## config.mk

```make
export PLATFORM = sky130hd
export DESIGN_NAME = seg7_scan_decoder
export DESIGN_NICKNAME = d
export VERILOG_FILES = /design/src/rtl/seg7_pkg.sv /design/src/rtl/seg7_to_bcd.sv /design/src/rtl/seg7_scan_decoder.sv
export SDC_FILE = /design/constraint.sdc
export NUM_CORES = 1
export LEC_CHECK = 0
export BUFFER_PORTS_ARGS = -buffer_cell sky130_fd_sc_hd__buf_2
export CAP_MARGIN = 30
export CORE_MARGIN = 2
export CORE_UTILIZATION = 56
export DETAILED_ROUTE_END_ITERATION = 8
export PLACE_DENSITY = 0.89
export SYNTH_ARGS = -nofsm -noshare
export SYNTH_HDL_FRONTEND = slang
export SYNTH_SLANG_ARGS = --single-unit
export TNS_END_PERCENT = 1
```

## constraint.sdc

```tcl
create_clock -name clk -period 2.4 [get_ports clk]
set_clock_uncertainty 0.15 [all_clocks]
set_input_delay 0.24 -clock clk [delete_from_list [all_inputs] [get_ports clk]]
set_output_delay 0.24 -clock clk [all_outputs]
set_load 0.01 [all_outputs]
```

## src/rtl/seg7_pkg.sv

```systemverilog
// seg7_pkg: shared constants and types for the 7-segment readback monitor.
//   - SEG7_0..SEG7_9, SEG7_BLANK : abcdefg patterns (bit6=a .. bit0=g), active-high
//   - BCD_BLANK / BCD_ERR        : reconstructed codes for blank and illegal patterns
//   - scan_state_e               : capture FSM states
package seg7_pkg;

  localparam logic [6:0] SEG7_0     = 7'b1111110;
  localparam logic [6:0] SEG7_1     = 7'b0110000;
  localparam logic [6:0] SEG7_2     = 7'b1101101;
  localparam logic [6:0] SEG7_3     = 7'b1111001;
  localparam logic [6:0] SEG7_4     = 7'b0110011;
  localparam logic [6:0] SEG7_5     = 7'b1011011;
  localparam logic [6:0] SEG7_6     = 7'b1011111;
  localparam logic [6:0] SEG7_7     = 7'b1110000;
  localparam logic [6:0] SEG7_8     = 7'b1111111;
  localparam logic [6:0] SEG7_9     = 7'b1111011;
  localparam logic [6:0] SEG7_BLANK = 7'b0000000;

  localparam logic [3:0] BCD_BLANK = 4'hF;
  localparam logic [3:0] BCD_ERR   = 4'hE;

  // WAIT   : strobe bus is not one-hot, nothing to look at
  // SETTLE : one digit selected, counting stable cycles
  // HELD   : this dwell has been captured, wait for the bus to move
  typedef enum logic [1:0] {
    WAIT   = 2'd0,
    SETTLE = 2'd1,
    HELD   = 2'd2
  } scan_state_e;

endpackage

```

## src/rtl/seg7_to_bcd.sv

```systemverilog
// seg7_to_bcd: combinational inverse of the BCD-to-7-segment encoder.
// Ports:
//   seg7 (in, 7)  abcdefg pattern, bit6=a .. bit0=g
//   code (out, 4) 0..9 for a digit, BCD_BLANK for all-off, BCD_ERR otherwise
//   err  (out, 1) pattern is neither a digit nor blank
module seg7_to_bcd
  import seg7_pkg::*;
(
  input  logic [6:0] seg7,
  output logic [3:0] code,
  output logic       err
);

  always_comb begin
    code = BCD_ERR;
    err  = 1'b1;
    case (seg7)
      SEG7_0:     begin code = 4'd0;      err = 1'b0; end
      SEG7_1:     begin code = 4'd1;      err = 1'b0; end
      SEG7_2:     begin code = 4'd2;      err = 1'b0; end
      SEG7_3:     begin code = 4'd3;      err = 1'b0; end
      SEG7_4:     begin code = 4'd4;      err = 1'b0; end
      SEG7_5:     begin code = 4'd5;      err = 1'b0; end
      SEG7_6:     begin code = 4'd6;      err = 1'b0; end
      SEG7_7:     begin code = 4'd7;      err = 1'b0; end
      SEG7_8:     begin code = 4'd8;      err = 1'b0; end
      SEG7_9:     begin code = 4'd9;      err = 1'b0; end
      SEG7_BLANK: begin code = BCD_BLANK; err = 1'b0; end
      default:    begin code = BCD_ERR;   err = 1'b1; end
    endcase
  end

endmodule

```

## src/rtl/seg7_scan_decoder.sv

```systemverilog
// seg7_scan_decoder: monitors a multiplexed 7-segment bus and rebuilds the
// displayed BCD digits, one frame (all digits) at a time.
// Parameters:
//   NUM_DIGITS    number of multiplexed digits (strobe width)
//   STABLE_CYCLES unchanged cycles required before a pattern is captured (>=1)
// Ports:
//   clk, rst_n  clock (rising edge), asynchronous active-low reset
//   seg7        abcdefg pattern, active-high
//   dig_sel     one-hot digit strobe, bit i = digit i
//   out_valid / out_ready  frame handshake; the frame moves on valid & ready.
//               While out_valid=1 and out_ready=0, bcd_out/err_out hold steady.
//   bcd_out     digit i at [4i+3:4i]
//   err_out     bit i = digit i was an illegal pattern
//   overrun     sticky, a completed frame was dropped because the last one
//               was still pending
// Optional feature (macro SEG7_ERR_CNT_EN):
//   err_cnt     8-bit saturating count of captures of illegal patterns
module seg7_scan_decoder
  import seg7_pkg::*;
#(
  parameter int NUM_DIGITS    = 2,
  parameter int STABLE_CYCLES = 4
) (
  input  logic                    clk,
  input  logic                    rst_n,
  input  logic [6:0]              seg7,
  input  logic [NUM_DIGITS-1:0]   dig_sel,
  output logic                    out_valid,
  input  logic                    out_ready,
  output logic [4*NUM_DIGITS-1:0] bcd_out,
  output logic [NUM_DIGITS-1:0]   err_out,
  output logic                    overrun
`ifdef SEG7_ERR_CNT_EN
  ,
  output logic [7:0]              err_cnt
`endif
);

  localparam int CW = (STABLE_CYCLES > 1) ? $clog2(STABLE_CYCLES) : 1;
  localparam logic [CW-1:0] CNT_LAST = CW'(STABLE_CYCLES - 1);

  scan_state_e state, state_nxt;
  logic [CW-1:0] cnt, cnt_nxt;

  logic [6:0]              prev_seg;
  logic [NUM_DIGITS-1:0]   prev_sel;
  logic [NUM_DIGITS-1:0]   mask;
  logic [4*NUM_DIGITS-1:0] slot_bcd;
  logic [NUM_DIGITS-1:0]   slot_err;

  logic                    changed;
  logic                    sel_onehot;
  logic                    capture;
  logic [NUM_DIGITS-1:0]   cap_bits;
  logic                    frame_full;
  logic                    frame_load;
  logic [3:0]              dec_code;
  logic                    dec_err;

  seg7_to_bcd u_dec (
    .seg7 (seg7),
    .code (dec_code),
    .err  (dec_err)
  );

  assign changed    = (seg7 != prev_seg) || (dig_sel != prev_sel);
  assign sel_onehot = $onehot(dig_sel);
  assign cap_bits   = capture ? dig_sel : '0;
  assign frame_full = &mask;
  // A full frame is handed out if the output register is free or is being
  // emptied on this very edge; otherwise it is lost.
  assign frame_load = frame_full && (!out_valid || out_ready);

  always_ff @(posedge clk or negedge rst_n) begin
    if (!rst_n) begin
      state    <= WAIT;
      cnt      <= '0;
      prev_seg <= '0;
      prev_sel <= '0;
    end else begin
      state    <= state_nxt;
      cnt      <= cnt_nxt;
      prev_seg <= seg7;
      prev_sel <= dig_sel;
    end
  end

  always_comb begin
    state_nxt = state;
    cnt_nxt   = cnt;
    capture   = 1'b0;
    if (!sel_onehot) begin
      state_nxt = WAIT;
      cnt_nxt   = '0;
    end else begin
      case (state)
        // Becoming one-hot is itself a change, so counting starts fresh.
        WAIT: begin
          state_nxt = SETTLE;
          cnt_nxt   = '0;
        end
        SETTLE: begin
          if (changed) begin
            cnt_nxt = '0;
          end else if (cnt == CNT_LAST) begin
            capture   = 1'b1;
            state_nxt = HELD;
            cnt_nxt   = '0;
          end else begin
            cnt_nxt = cnt + CW'(1);
          end
        end
        HELD: begin
          if (changed) begin
            state_nxt = SETTLE;
            cnt_nxt   = '0;
          end
        end
        default: begin
          state_nxt = WAIT;
          cnt_nxt   = '0;
        end
      endcase
    end
  end

  // Slots always take the latest capture; a transfer on the same edge reads
  // the previous slot contents, and the new capture starts the next frame.
  always_ff @(posedge clk or negedge rst_n) begin
    if (!rst_n) begin
      mask     <= '0;
      slot_bcd <= '0;
      slot_err <= '0;
    end else begin
      for (int i = 0; i < NUM_DIGITS; i++) begin
        if (cap_bits[i]) begin
          slot_bcd[4*i +: 4] <= dec_code;
          slot_err[i]        <= dec_err;
        end
      end
      if (frame_full) begin
        mask <= cap_bits;
      end else begin
        mask <= mask | cap_bits;
      end
    end
  end

  always_ff @(posedge clk or negedge rst_n) begin
    if (!rst_n) begin
      out_valid <= 1'b0;
      bcd_out   <= '0;
      err_out   <= '0;
      overrun   <= 1'b0;
    end else begin
      if (frame_load) begin
        out_valid <= 1'b1;
        bcd_out   <= slot_bcd;
        err_out   <= slot_err;
      end else if (out_valid && out_ready) begin
        out_valid <= 1'b0;
      end
      if (frame_full && !frame_load) begin
        overrun <= 1'b1;
      end
    end
  end

`ifdef SEG7_ERR_CNT_EN
  always_ff @(posedge clk or negedge rst_n) begin
    if (!rst_n) begin
      err_cnt <= '0;
    end else if (capture && dec_err && (err_cnt != 8'hFF)) begin
      err_cnt <= err_cnt + 8'd1;
    end
  end
`endif

endmodule

```

==> impl_metrics.toml, run 1 <==
[route]
drcViolationCount = 0
ant_nets = 0
wirelength_mm = 3.20
first_pass_iters = 4
vias = 1168
avgViaCountPerCell = 5.78
routedWlPerCell_microns = 15.8
drt_iter0_markers = 10

[synth]
synth_warnings = 0
synthDistinctLibCells = 42
syn_area_per_cell_sq_um = 12.8
synth_top_family_by_area = "simple AND/OR/NAND/NOR gates"
synthFlopType = "dfrtp_1"
syn_area_sq_um = 1730
async_reset_ff_frac = 1.00
synth-xor-area-share = 0.0657
synth_top_area_share = 0.534
synth.largest_area_cell = "dfrtp_1"
synth_nets = 148
synth_mux_area_frac = 0.130
synth_edf_count = 0
synth_compound_area_frac = 0.0924
ys_seq_area_frac = 0.534
synth_fa_ha_area_frac = 0.00722
synthSimpleGateAreaFrac = 0.134
synth_area_leaders = "dfrtp_1 53%, mux2_1 6.5%, mux2_2 6.5%"
synth_cells = 135
synth-seq-cells = 37

[hold_path]
hold_path.class = "primary input to flop"

[final_layout]
antenna_cells = 0
fin_cells = 202
nFillCells = 221
syn_to_final_growth_pct = 15.6
multi_input_area_sq_um = 743
drive_gt1_frac = 0.302
fin_area_sq_um = 2000
nNetsFinal = 182
regArea_sq_um = 926

[cts]
cts.clk_slew.worst_paths_ps = 100
htreeDepth = 2
clkSinkCount = 37
cts_tree = "yes"
clock_latency_ps = 330
cts-resized-gates = 0
clockBufferDepth = 2
cts_setup_buffers = 0
postCtsHoldBufs = 10
cts-root-buf = "clkbuf_4"
cts_buffers = 5

[timing]
finalSetupTns_ps = 0
hold_viol = 0
fmax_mhz = 445
slew_viol_final = 0
tightest_slew_ps = 797
min_period_over_period = 0.937
rsz0062_at_grt = "no"
setup_viol = 0
relSlewSlack = 0.469
post-route-min-period_ps = 2250

[place]
dp_hpwl_mm = 2.30
dp.cells = 185
post_dp_cell_area_sq_um = 1850
port_buffers = 23
gp_congestion = 0.765

[global_routing]
overflow = 0
met2_usage = 0.338
grt_use_met3 = 0.0590
grt_pass1_wl_mm = 5.44
grt_usage = 0.216
antenna_found_initial = 0
grt_use_met1 = 0.281
grt_max_degree = 38
grt_pass1_vias = 1152
grt-busiest-layer = "met2"

[outcome]
status = "completed"

[flow_run]
drv_cap = 0

[setup_path]
critical_path_class = "primary input to flop"
worstSetupStartpointType = "primary input"
r2r_slack_ps = 420
arrival_ps = 2310
crit_slowest_cell = "dlygate4sd3_1"
cp_cell_sequence = "dlygate4sd3_1 -> buf_2 -> xnor2_4 -> nand3_2 -> nor4_4 -> nand4_4 -> mux2_1"
worstPathRequired_ps = 2460
end_kind = "flop"
path_max_fanout = 10
max_stage_delay_ps = 540

[floorplan]
core-area_sq_um = 3000
ios = 24
start_util = 0.577
std_cell_rows = 20
die_h_microns = 59.6
die-area_sq_um = 3560
die_x_microns = 59.6

[power_and_ir_drop]
power_leakage_nw = 0.996
vdd_drop_max_uv = 466
power_density_nw_per_um2 = 532
==> flip-flops by register name, indices dropped and copies added (netlist names) <==
| name | count |
|---|---|
| prev_seg | 7 |
| bcd_out | 8 |
| slot_err | 2 |
| overrun | 1 |
| slot_bcd | 8 |
| mask | 2 |
| prev_sel | 2 |
| cnt | 2 |
| out_valid | 1 |
| state | 2 |
| err_out | 2 |
==> Yosys cell counts (2+ instances only) <==
cell	count
dfrtp_1	37
a21oi_1	4
a22oi_1	3
mux2_2	10
xor2_1	3
xnor2_1	5
mux2_1	10
nand4_4	2
nor3_1	2
inv_1	4
nand3b_1	2
buf_6	2
nand2_1	4
buf_2	3
nor2_1	8
o21ai_0	5
nand3_1	2
nor2b_1	5
==> critical path: cells and delay by family <==
kind	cells	cell delay, ps
buffers and inverters	2	780
AND/OR/NAND/NOR	3	770
multiplexers	1	370
XOR/XNOR	1	140
==> placed cells by master, fill, tap and decap left out, types with 5 or more instances in the layout <==
cell type / synthesis / routed
xnor2_1: 5 / 5
mux2_2: 10 / 10
nor2b_1: 5 / 5
buf_2: 3 / 23
o21ai_0: 5 / 5
mux2_1: 10 / 10
dfrtp_1: 37 / 37
nor2_1: 8 / 8
dlygate4sd3_1: 0 / 10
clkbuf_4: 0 / 5
==> per-layer routing <==
layer | vias up | wire (microns) | part of all wire
met2 | 33 | 1610 | 0.50
met4 | 0 | 102 | 0.032
met1 | 583 | 1360 | 0.42
met5 | - | 0 | 0
met3 | 8 | 126 | 0.039
li1 | 544 | - | -
==> cell families (layout without fill, tap and decap cells) <==
family	after synthesis	in the layout
DFF	37	37
and+or+nand+nor	33	33
AOI/OAI and AO/OA	23	23
muxes	20	20
buffers and inverters	11	45
xor gates and xnor gates	10	10
adders and majority gates	1	1
==> report_power, final <==
| group | internal (mW) | total [mW] | switching (mW) |
|---|---|---|---|
| clock network | 0.138 | 0.321 | 0.183 |
| logic | 0.0452 | 0.106 | 0.0605 |
| registers | 0.633 | 0.639 | 0.00640 |
| total | 0.816 | 1.07 | 0.250 |
==> path summary, 6_finish.rpt <==
check                                               end             startpoint  cells past startpoint
worst min register to register      overrun$_DFFE_PN0P_    overrun$_DFFE_PN0P_                      1
max in group asynchronous         prev_seg[1]$_DFF_PN0_                  rst_n                      2
worst max-delay path            slot_err[0]$_DFFE_PN0P_                seg7[0]                      7
worst max register to register  slot_err[0]$_DFFE_PN0P_  prev_seg[0]$_DFF_PN0_                      5
worst min-delay path              out_valid$_DFFE_PN0P_              out_ready                      3
min in group asynchronous          state[0]$_DFFE_PN0P_                  rst_n                      2
==> layout make-up <==
| class | instances | share of cell area |
|---|---|---|
| multi-input combinational | 87 | 0.371 |
| timing repair buffer | 34 | 0.111 |
| sequential | 37 | 0.462 |
| inverter | 4 | 0.00750 |
| tap | 33 | 0.0206 |
| clock buffer | 7 | 0.0275 |
==> stage by stage <==
stage	hold slack [ps]	setup WS, ps	utilization	total power [mW]
floorplan	-206	568	-	0.714
global placement	202	448	0.615	0.738
detailed placement	224	370	0.615	0.745
CTS	33.4	168	0.667	1.08
global route	57.9	67.2	0.667	1.12
finish	44.6	152	0.667	1.07
Power figures use the tool's default switching activity.
==> inputs of run 2 (changes only) <==
- CELL_PAD_IN_SITES_DETAIL_PLACEMENT: not set -> 1
- CELL_PAD_IN_SITES_GLOBAL_PLACEMENT: not set -> 2
- CORE_UTILIZATION: 56 -> 38
- PLACE_DENSITY: 0.89 -> 0.88
==> impl_metrics.toml, run 2 (synthesis results as in run 1) <==
[flow_run]
drv_cap = 0

[timing]
relSlewSlack = 0.464
min_period_over_period = 0.945
slew_viol_final = 0
tightest_slew_ps = 804
finalSetupTns_ps = 0
post-route-min-period_ps = 2270
setup_viol = 0
finalHoldWorstSlack_ps = 16.2
fmax_mhz = 441
hold_viol = 0
rsz0062_at_grt = "no"

[floorplan]
die_h_microns = 71.5
start_util = 0.395
die-area_sq_um = 5120
core-area_sq_um = 4380
ios = 24
die_x_microns = 71.5
std_cell_rows = 24

[route]
wirelength_mm = 3.48
first_pass_iters = 2
drcViolationCount = 0
ant_nets = 0
drt_iter0_markers = 32
vias = 1146
routedWlPerCell_microns = 16.1
avgViaCountPerCell = 5.28

[power_and_ir_drop]
power_density_nw_per_um2 = 632
vdd_drop_max_uv = 295
power_leakage_nw = 0.998

[cts]
cts_tree = "yes"
cts.clk_slew.worst_paths_ps = 80
clockBufferDepth = 2
htreeDepth = 2
clkSinkCount = 37
cts_buffers = 5
cts_setup_buffers = 0
clock_latency_ps = 290
cts-root-buf = "clkbuf_8"

[setup_path]
arrival_ps = 2290
r2r_cells = 5
critical_path_class = "primary input to flop"
end_kind = "flop"
worstSetupStartpointType = "primary input"
path_max_fanout = 6
worstPathRequired_ps = 2420

[global_routing]
grt_max_degree = 38
antenna_found_initial = 0
overflow = 0
grt_pass1_wl_mm = 5.84
grt_pass1_vias = 1208
grt_usage = 0.150

[outcome]
status = "completed"

[hold_path]
min_path_cells = 1
hold_path.class = "primary input to flop"

[final_layout]
drive_gt1_frac = 0.321
reg_top3 = "bcd_out: 8 flops, slot_bcd: 8 flops, prev_seg: 7 flops"
antenna_cells = 0
layout_common_cells = "37 x dfrtp_1, 23 x buf_2, 10 x mux2_1, 10 x mux2_2, 8 x nor2_1"
syn_to_final_growth_pct = 17.5
final_common_cell = "dfrtp_1"
nNetsFinal = 177

[place]
dp_hpwl_mm = 2.50
port_buffers = 23
gp_congestion = 0.819
-- run 2: cell types whose count changed in the layout (fill, tap and decap cells not counted) --
cell           delta
bufinv_16         +1
clkinvlp_4        +1
clkinv_4          +1
clkbuf_1          -1
dlygate4sd3_1     -5
clkbuf_4          -5
clkbuf_8          +4
-- run 2: final timing paths --
path / end / from / slack, ps
setup / recovery: slot_bcd[2]$_DFFE_PN0P_ / dig_sel[1] / 130
hold / removal: prev_seg[3]$_DFF_PN0_ / seg7[3] / 20
setup reg to reg: slot_bcd[2]$_DFFE_PN0P_ / prev_seg[2]$_DFF_PN0_ / 370
hold reg to reg: mask[0]$_DFF_PN0_ / mask[1]$_DFF_PN0_ / 330
max in group asynchronous: slot_bcd[5]$_DFFE_PN0P_ / rst_n / 1170
min in group asynchronous: slot_bcd[3]$_DFFE_PN0P_ / rst_n / 420
-- run 2: where the power goes --
group	switching [mW]	total (mW)	internal (mW)
registers	0.00626	0.639	0.633
logic	0.0614	0.101	0.0399
clock network	0.235	0.546	0.311
total	0.303	1.29	0.984
-- run 2: final cells by class --
type,instances,area (sq um)
Fill cell,467,2350
Sequential cell,37,926
Multi-Input combinational cell,87,743
Timing Repair Buffer,29,173
Clock buffer,5,68.8
Tap cell,52,65.1
Clock inverter,3,46.3
Inverter,4,15.0
-- run 2: what timing repair did --
item	in CTS	in global routing
setup endpoints to repair	0	6
hold buffers	5	0
resized for setup	0	0
endpoints found under the hold margin	41	0
-- run 2: per-layer routing --
layer,track usage,share of wire,up-vias
met1,0.183,0.45,584
met4,0.0629,0.018,0
met5,0,0,-
li1,-,-,533
met3,0.0422,0.031,9
met2,0.250,0.50,20
-- run 2: per-stage QoR --
stage	util	instances	setup slack (ps)	power, mW	area [sq um]
floorplan	-	135	568	0.714	1730
global placement	0.427	204	423	0.741	1870
detailed placement	0.427	204	323	0.746	1870
CTS	0.465	217	58.1	1.30	2040
global route	0.465	217	26.1	1.34	2040
finish	0.465	217	132	1.29	2040
-- run 2: critical path, stage by stage --
cell and delay [ps]:
dlygate4sd3_1 530, buf_2 150, xnor2_1 150, nand4_1 140
nor4_4 460, nand4_4 250, mux2_1 370
